<file path="config.mk">
export PLATFORM = sky130hd
export DESIGN_NAME = regfile_wb_ctrl
export DESIGN_NICKNAME = d
export VERILOG_FILES = /design/src/rtl/regfile_wb_ctrl.sv
export SDC_FILE = /design/constraint.sdc
export NUM_CORES = 1
export LEC_CHECK = 0
export ABC_AREA = 0
export CAP_MARGIN = 10
export CORE_MARGIN = 4
export CORE_UTILIZATION = 46
export CTS_CLUSTER_DIAMETER = 150
export CTS_CLUSTER_SIZE = 30
export DETAILED_ROUTE_END_ITERATION = 7
export DONT_BUFFER_PORTS = 1
export PLACE_DENSITY = 0.67
export SETUP_SLACK_MARGIN = 0.2
export SLEW_MARGIN = 20
export SYNTH_ARGS = -nofsm -noshare
export SYNTH_HDL_FRONTEND = slang
export SYNTH_SLANG_ARGS = --single-unit
</file>
<file path="constraint.sdc">
create_clock -name clk -period 2.1 [get_ports clk]
set_input_delay 0.21 -clock clk [delete_from_list [all_inputs] [get_ports clk]]
set_output_delay 0.21 -clock clk [all_outputs]
set_load 0.1 [all_outputs]
</file>
<file path="src/rtl/regfile_wb_ctrl.sv">
// ============================================================================
// Module   : regfile_wb_ctrl
// Purpose  : Write-back controller for the 32x32 general-register file.
//            Arbitrates the LSU and ALU write-back requesters onto the single
//            register-file write port. Keeps a pending-write scoreboard and
//            raises a read-after-write stall toward decode.
// Options  : `define WB_RR_EN selects round-robin arbitration on a tie.
//            Without it, LSU has fixed priority over ALU.
// Revision : 1.0 - initial release
// ============================================================================
`default_nettype none

module regfile_wb_ctrl #(
    parameter int XLEN = 32,
    parameter int NREG = 32
) (
    input  logic                    clk,
    input  logic                    rst_n,
    // decode side
    input  logic                    i_issue_valid,
    input  logic [$clog2(NREG)-1:0] i_issue_rd,
    input  logic [$clog2(NREG)-1:0] i_rs1,
    input  logic [$clog2(NREG)-1:0] i_rs2,
    output logic                    o_stall,
    // LSU write-back
    input  logic                    i_lsu_valid,
    input  logic [$clog2(NREG)-1:0] i_lsu_rd,
    input  logic [XLEN-1:0]         i_lsu_data,
    output logic                    o_lsu_ready,
    // ALU write-back
    input  logic                    i_alu_valid,
    input  logic [$clog2(NREG)-1:0] i_alu_rd,
    input  logic [XLEN-1:0]         i_alu_data,
    output logic                    o_alu_ready,
    // register-file write port
    output logic                    o_we,
    output logic [$clog2(NREG)-1:0] o_waddr,
    output logic [XLEN-1:0]         o_wdata,
    // scoreboard
    output logic [NREG-1:0]         o_busy
);

    localparam int c_ADDR_W = $clog2(NREG);

    logic                r_we;
    logic [c_ADDR_W-1:0] r_waddr;
    logic [XLEN-1:0]     r_wdata;
    logic [NREG-1:0]     r_busy;

    logic                w_prefer_lsu;
    logic                w_lsu_grant;
    logic                w_alu_grant;
    logic                w_grant;
    logic [c_ADDR_W-1:0] w_grant_rd;
    logic [XLEN-1:0]     w_grant_data;
    logic [NREG-1:0]     w_set;
    logic [NREG-1:0]     w_clr;
    logic [NREG-1:0]     w_busy_nxt;

`ifdef WB_RR_EN
    // 1 = LSU won the most recent tie; reset to ALU so LSU wins the first tie
    logic r_last_lsu;

    assign w_prefer_lsu = ~r_last_lsu;

    // Pointer advances only when both requesters compete
    always_ff @(posedge clk or negedge rst_n) begin
        if (!rst_n) begin
            r_last_lsu <= 1'b0;
        end else if (i_lsu_valid && i_alu_valid) begin
            r_last_lsu <= w_lsu_grant;
        end
    end
`else
    assign w_prefer_lsu = 1'b1;
`endif

    // Grant: a lone requester wins immediately; a tie goes to the preferred side
    always_comb begin
        w_lsu_grant  = i_lsu_valid && (!i_alu_valid || w_prefer_lsu);
        w_alu_grant  = i_alu_valid && !w_lsu_grant;
        w_grant      = w_lsu_grant || w_alu_grant;
        w_grant_rd   = w_lsu_grant ? i_lsu_rd   : i_alu_rd;
        w_grant_data = w_lsu_grant ? i_lsu_data : i_alu_data;
    end

    assign o_lsu_ready = w_lsu_grant;
    assign o_alu_ready = w_alu_grant;

    // Register the granted request; x0 completes the handshake but never writes
    always_ff @(posedge clk or negedge rst_n) begin
        if (!rst_n) begin
            r_we    <= 1'b0;
            r_waddr <= '0;
            r_wdata <= '0;
        end else begin
            r_we <= w_grant && (w_grant_rd != '0);
            if (w_grant) begin
                r_waddr <= w_grant_rd;
                r_wdata <= w_grant_data;
            end
        end
    end

    // Scoreboard update: a same-cycle set overrides the clear (newer producer)
    always_comb begin
        w_set = '0;
        w_clr = '0;
        if (i_issue_valid && (i_issue_rd != '0)) begin
            w_set[i_issue_rd] = 1'b1;
        end
        if (r_we) begin
            w_clr[r_waddr] = 1'b1;
        end
        w_busy_nxt    = (r_busy & ~w_clr) | w_set;
        w_busy_nxt[0] = 1'b0;
    end

    // Scoreboard state
    always_ff @(posedge clk or negedge rst_n) begin
        if (!rst_n) begin
            r_busy <= '0;
        end else begin
            r_busy <= w_busy_nxt;
        end
    end

    assign o_we    = r_we;
    assign o_waddr = r_waddr;
    assign o_wdata = r_wdata;
    assign o_busy  = r_busy;

    // The file read is registered, so no forwarding: just hold decode
    assign o_stall = r_busy[i_rs1] | r_busy[i_rs2];

endmodule

`default_nettype wire

</file>
=== Yosys cells after proc, flatten, opt, wreduce, memory -nomap -nowiden ===
Index checks and enable logic that the tools add are counted.

* Register bits after elaboration: 69
* Bits of input ports: 94
* Output and inout bits: 73
* Logic and storage cells: 35

* Order comparisons: 6
* Muxes and demuxes: 12
* Bitwise logic cells: 4
* Reduce and logical (&&, ||, !) cells: 9

{| class="wikitable"
|+ Operators with widths
! kind !! number
|-
| $mux 32 || 3
|-
| $and 32x32->32 || 1
|-
| $not 32->32 || 1
|-
| $or 32x32->32 || 1
|-
| $lt 5x6->1 const B || 4
|-
| $bmux 1 s5 || 2
|-
| $demux 1 s5 || 2
|-
| $ge 5x1->1 const B || 2
|-
| $reduce_bool 5->1 || 2
|-
| $logic_and 1x1->1 || 5
|-
| $mux 5 || 1
|-
| $mux 1 || 4
|-
| $logic_not 1->1 || 1
|-
| $logic_or 1x1->1 || 1
|-
| $or 1x1->1 || 1
|}

=== Logic depth before layout (Yosys ltp) ===
* Word-level depth: 8
* Mapped depth: 6
* Gate-level depth less buffers: 5

=== Worst setup path before layout ===
No wires, ideal clock.

* Path kind: register -> output
* Start: reg r_busy[25], in the netlist o_busy[25]
* End: out o_stall
* Arrival: 3.064 ns
* Required time: 1.890 ns
* Setup slack: -1.174 ns
* Cell stages (with the launch flop): 6
* Buffers on the path: 0
* Cell sequence: dfrtp_1 -> mux4_2 -> nand2_1 -> o211ai_1 -> a21oi_1 -> o211ai_1

* Cells in the longest elaborated chain, start to end: 3

{| class="wikitable"
|+ RTL lines
! what !! RTL line !! RTL
|-
| start: declaration || 48 || <nowiki>logic [NREG-1:0] r_busy;</nowiki>
|-
| start signal: assignment || 124 || <nowiki>r_busy <= w_busy_nxt;</nowiki>
|-
| $bmux 1 s5 || 134 || <nowiki>assign o_stall = r_busy[i_rs1] | r_busy[i_rs2];</nowiki>
|-
| $mux 1 (implied by the code) || 134 ||
|-
| $or 1x1->1 * || 134 ||
|-
| end: declaration || 24 || <nowiki>output logic o_stall,</nowiki>
|}

Every way passes the cells marked *; elsewhere a longest branch is shown, timed or not. The select of a mux whose other input is x is not followed.

=== Worst setup path after layout ===
* Start: reg r_busy[31], in the netlist o_busy[31]
* End: out o_stall

Same word-level chain as after synthesis.

==> impl_metrics.env <==
export IMPL_die_x_um=96.59
export IMPL_final_core_util=0.6372
export IMPL_start_util=0.4696
export IMPL_combinationalPowerShare=0.535
export IMPL_crit_path_end_kind="primary output"
export IMPL_die_height_um=96.59
export IMPL_cts_made_buffers=9
export IMPL_place_ws_ns=0.1103
export IMPL_drv_slew=0
export IMPL_num_rows=32
export IMPL_clock_sinks=69
export IMPL_outcome="finished with violations"
export IMPL_multiInputGateArea_mm2=0.001763
export IMPL_grt_start_max_net_pins=70
export IMPL_clockBufferDepth=2
export IMPL_cp_cell_sequence="mux4_2 -> mux2_4 -> a31oi_1 -> o211ai_1 -> clkbuf_16"
export IMPL_synth_enable_flop_cells=0
export IMPL_switching_share=0.5234
export IMPL_grt_ovfl_total=0
export IMPL_synth_area_leaders="dfrtp_1, o21ai_0, mux2i_1"
export IMPL_drc=0
export IMPL_finalNetCount=539
export IMPL_ys_seq_elements=69
export IMPL_wl_um=11570
export IMPL_fin_cells=552
export IMPL_async_flop_share=1.000
export IMPL_synth_fp_nets=443
export IMPL_fin_area_mm2=0.004898
export IMPL_ir_worst_vdd_mv=0.5016
export IMPL_portBuffers=0
export IMPL_yosysMostFrequentCell="o21ai_0"
export IMPL_cts_tree="built"
export IMPL_ys_warn_count=0
export IMPL_max_freq_mhz=440.6
export IMPL_critical_path_class="reg -> out"
export IMPL_syn_area_mm2=0.003610
export IMPL_start_kind="flip-flop"
export IMPL_dieArea_mm2=0.009329
export IMPL_fin_worst_skew_ns=0.009370
export IMPL_dpl_cell_count=497
export IMPL_violations="negative setup slack"
export IMPL_coreArea_mm2=0.007687
export IMPL_cts_root_buf="clkbuf_8"
export IMPL_rsz0062_at_grt="yes"
export IMPL_grt_antenna_before_repair=0
export IMPL_seqPwrFrac=0.302
export IMPL_p_int_uw=3165
export IMPL_gr_usage_all_layers=0.2514
export IMPL_wire_per_inst_um=20.95
export IMPL_gp_congestion=0.8768
export IMPL_fillCellCount=624
export IMPL_cpPeakStageDelay_ns=0.49
export IMPL_timing_slew_headroom=0.5849
export IMPL_powerDensity_mw_per_mm2=1355
export IMPL_clkSlewWorstSetupHoldPaths_ns=0.07
export IMPL_syn_avg_cell_area_um2=10.34
export IMPL_worstPathArrival_ns=2.06
export IMPL_drt_iter0_markers=172
export IMPL_clock_latency_ns=0.34
export IMPL_yosysTopAreaCell="dfrtp_1"
export IMPL_ys_flop_type="dfrtp_1"
export IMPL_grt_pass1_vias=3429
export IMPL_drive_gt1_frac=0.3156
export IMPL_htreeDepth=3
export IMPL_yosysUniqueCellTypes=32
export IMPL_maxCapViolations=0
export IMPL_syn_inst=349
export IMPL_final_antenna_net_count=0
export IMPL_first_pass_iters=4
export IMPL_slowest_stage="dfrtp_4"
export IMPL_tightestPinTransition_ns=0.6213
export IMPL_yosys_top_cells_count="o21ai_0, dfrtp_1, nand2_1"
export IMPL_routed_via_density=6.014
export IMPL_fin_ws_ns=-0.1695
export IMPL_path_max_fanout=4
export IMPL_final_period_utilization=1.081
export IMPL_setup_violations=1
export IMPL_seq_area_frac_synth=0.4783
export IMPL_p_clk_frac=0.163
export IMPL_power_total_uw=6639
export IMPL_min_path_type="in -> reg"
export IMPL_finalHoldViolCount=0
export IMPL_p_switching_uw=3475
export IMPL_place_area_mm2=0.004293
export IMPL_hpwl_um=7587
export IMPL_num_antenna_cells=0
export IMPL_ios=167
export IMPL_cp_required_ns=1.89
export IMPL_grt_pass1_wl_um=17550
export IMPL_ff_latch_area_mm2=0.001844
export IMPL_yosys_area_top_type_share=0.4783
export IMPL_num_vias=3320
export IMPL_min_period_ns=2.270
export IMPL_area_growth_synth_to_final_pct=35.70
export IMPL_total_leakage_power_uw=0.002068
-- metrics by stage --
step | hold slack, ns | TNS, ns
after detailed placement | -0.08313 | 0
after CTS | 0.0005219 | -0.1951
after floorplan | -0.08559 | -0.7250
after global routing | 0.002940 | -0.2822
final | 0.006828 | -0.1695
after global placement | -0.08230 | 0
-- final cells by class --
class / count / share of cell area
clock buffer: 12 / 0.02963
clock inverter: 4 / 0.009706
inverter: 3 / 0.002299
multi-input combinational: 253 / 0.3599
sequential: 69 / 0.3765
tap: 102 / 0.02605
timing repair buffer: 109 / 0.1959
-- power groups by stage --
stage | logic, uW | registers (uW) | clock network, uW
finish | 3550 | 2010 | 1080
global route | 3680 | 2040 | 1150
CTS | 3540 | 2000 | 1090
detailed placement | 3400 | 2020 | 0
global placement | 3380 | 2000 | 0
floorplan | 642 | 4110 | 0
-- cell usage in the layout, fill, tap and decap left out, drive strengths merged --
master       synthesis  routed
a21oi                5       5
a22o                 1       1
a31oi                1       1
and3b                1       1
buf                 13      73
bufinv               0       1
clkbuf              11      13
clkinv               0       2
clkinvlp             0       1
conb                 1       1
dfrtp               69      69
dlygate4sd3          0      35
inv                  3       3
mux2                 4       4
mux2i               41      41
mux4                13      13
nand2               44      44
nand2b               3       3
nand3                5       5
nand3b              11      11
nor2                 7       7
nor2b                1       1
nor3b                1       1
nor4                 1       1
o211ai               5       5
o21a                 1       1
o21ai               98      98
o22ai                1       1
o31a                 1       1
or3                  2       2
or3b                 4       4
or4                  1       1
-- path summary, 6_finish.rpt --
check	end	start	slack, ns	depth (start not counted)
max in group asynchronous	o_busy[24]	rst_n	1.36	2
min reg2reg	o_busy[31]	o_busy[31]	0.59	2
min	o_wdata[10]	i_lsu_data[10]	0.007	2
min in group asynchronous	o_busy[2]	rst_n	0.44	2
max reg2reg	o_busy[27]	o_waddr[0]	0.46	4
max	o_stall	o_busy[31]	-0.17	5
-- metal layers --
metal  wire, um  GRT usage  up-vias
met5          0          0        -
met2       5907     0.4385      208
met3       1329    0.09605       27
met1       3992     0.2761     1626
met4        336    0.09696        0
li1           -          -     1459
-- flip-flops by register name, summed over array words and instances, names as in the netlist --
| name | count |
|---|---|
| o_busy | 31 |
| o_waddr | 5 |
| o_wdata | 32 |
| o_we | 1 |
-- cells by family (layout without fill, tap and decap cells) --
family / Yosys count / count (layout) / share of synthesized area
AO/OA/AOI/OAI: 113 / 113 / 0.1636
other: 1 / 1 / 0.001039
AND/OR/NAND/NOR: 81 / 81 / 0.1113
buffers and inverters: 27 / 128 / 0.03431
flip-flops: 69 / 69 / 0.4783
multiplexers: 58 / 58 / 0.2114
-- critical path, delay by kind of cell, from the launching register on --
family                 cells  cell delay, ns
DFF                        1            0.49
AOI/OAI and AO/OA          2            0.26
muxes                      2            0.75
buffers and inverters      1            0.22
-- what timing repair did --
action | CTS | global route
resized for setup | 4 | 2
pin swaps | 2 | 2
hold buffers | 36 | 1
endpoints found under the setup margin | 1 | 1
hold endpoints to repair | 105 | 2
setup buffers | 2 | 0
Note: power is estimated with default switching activity, not from simulation.
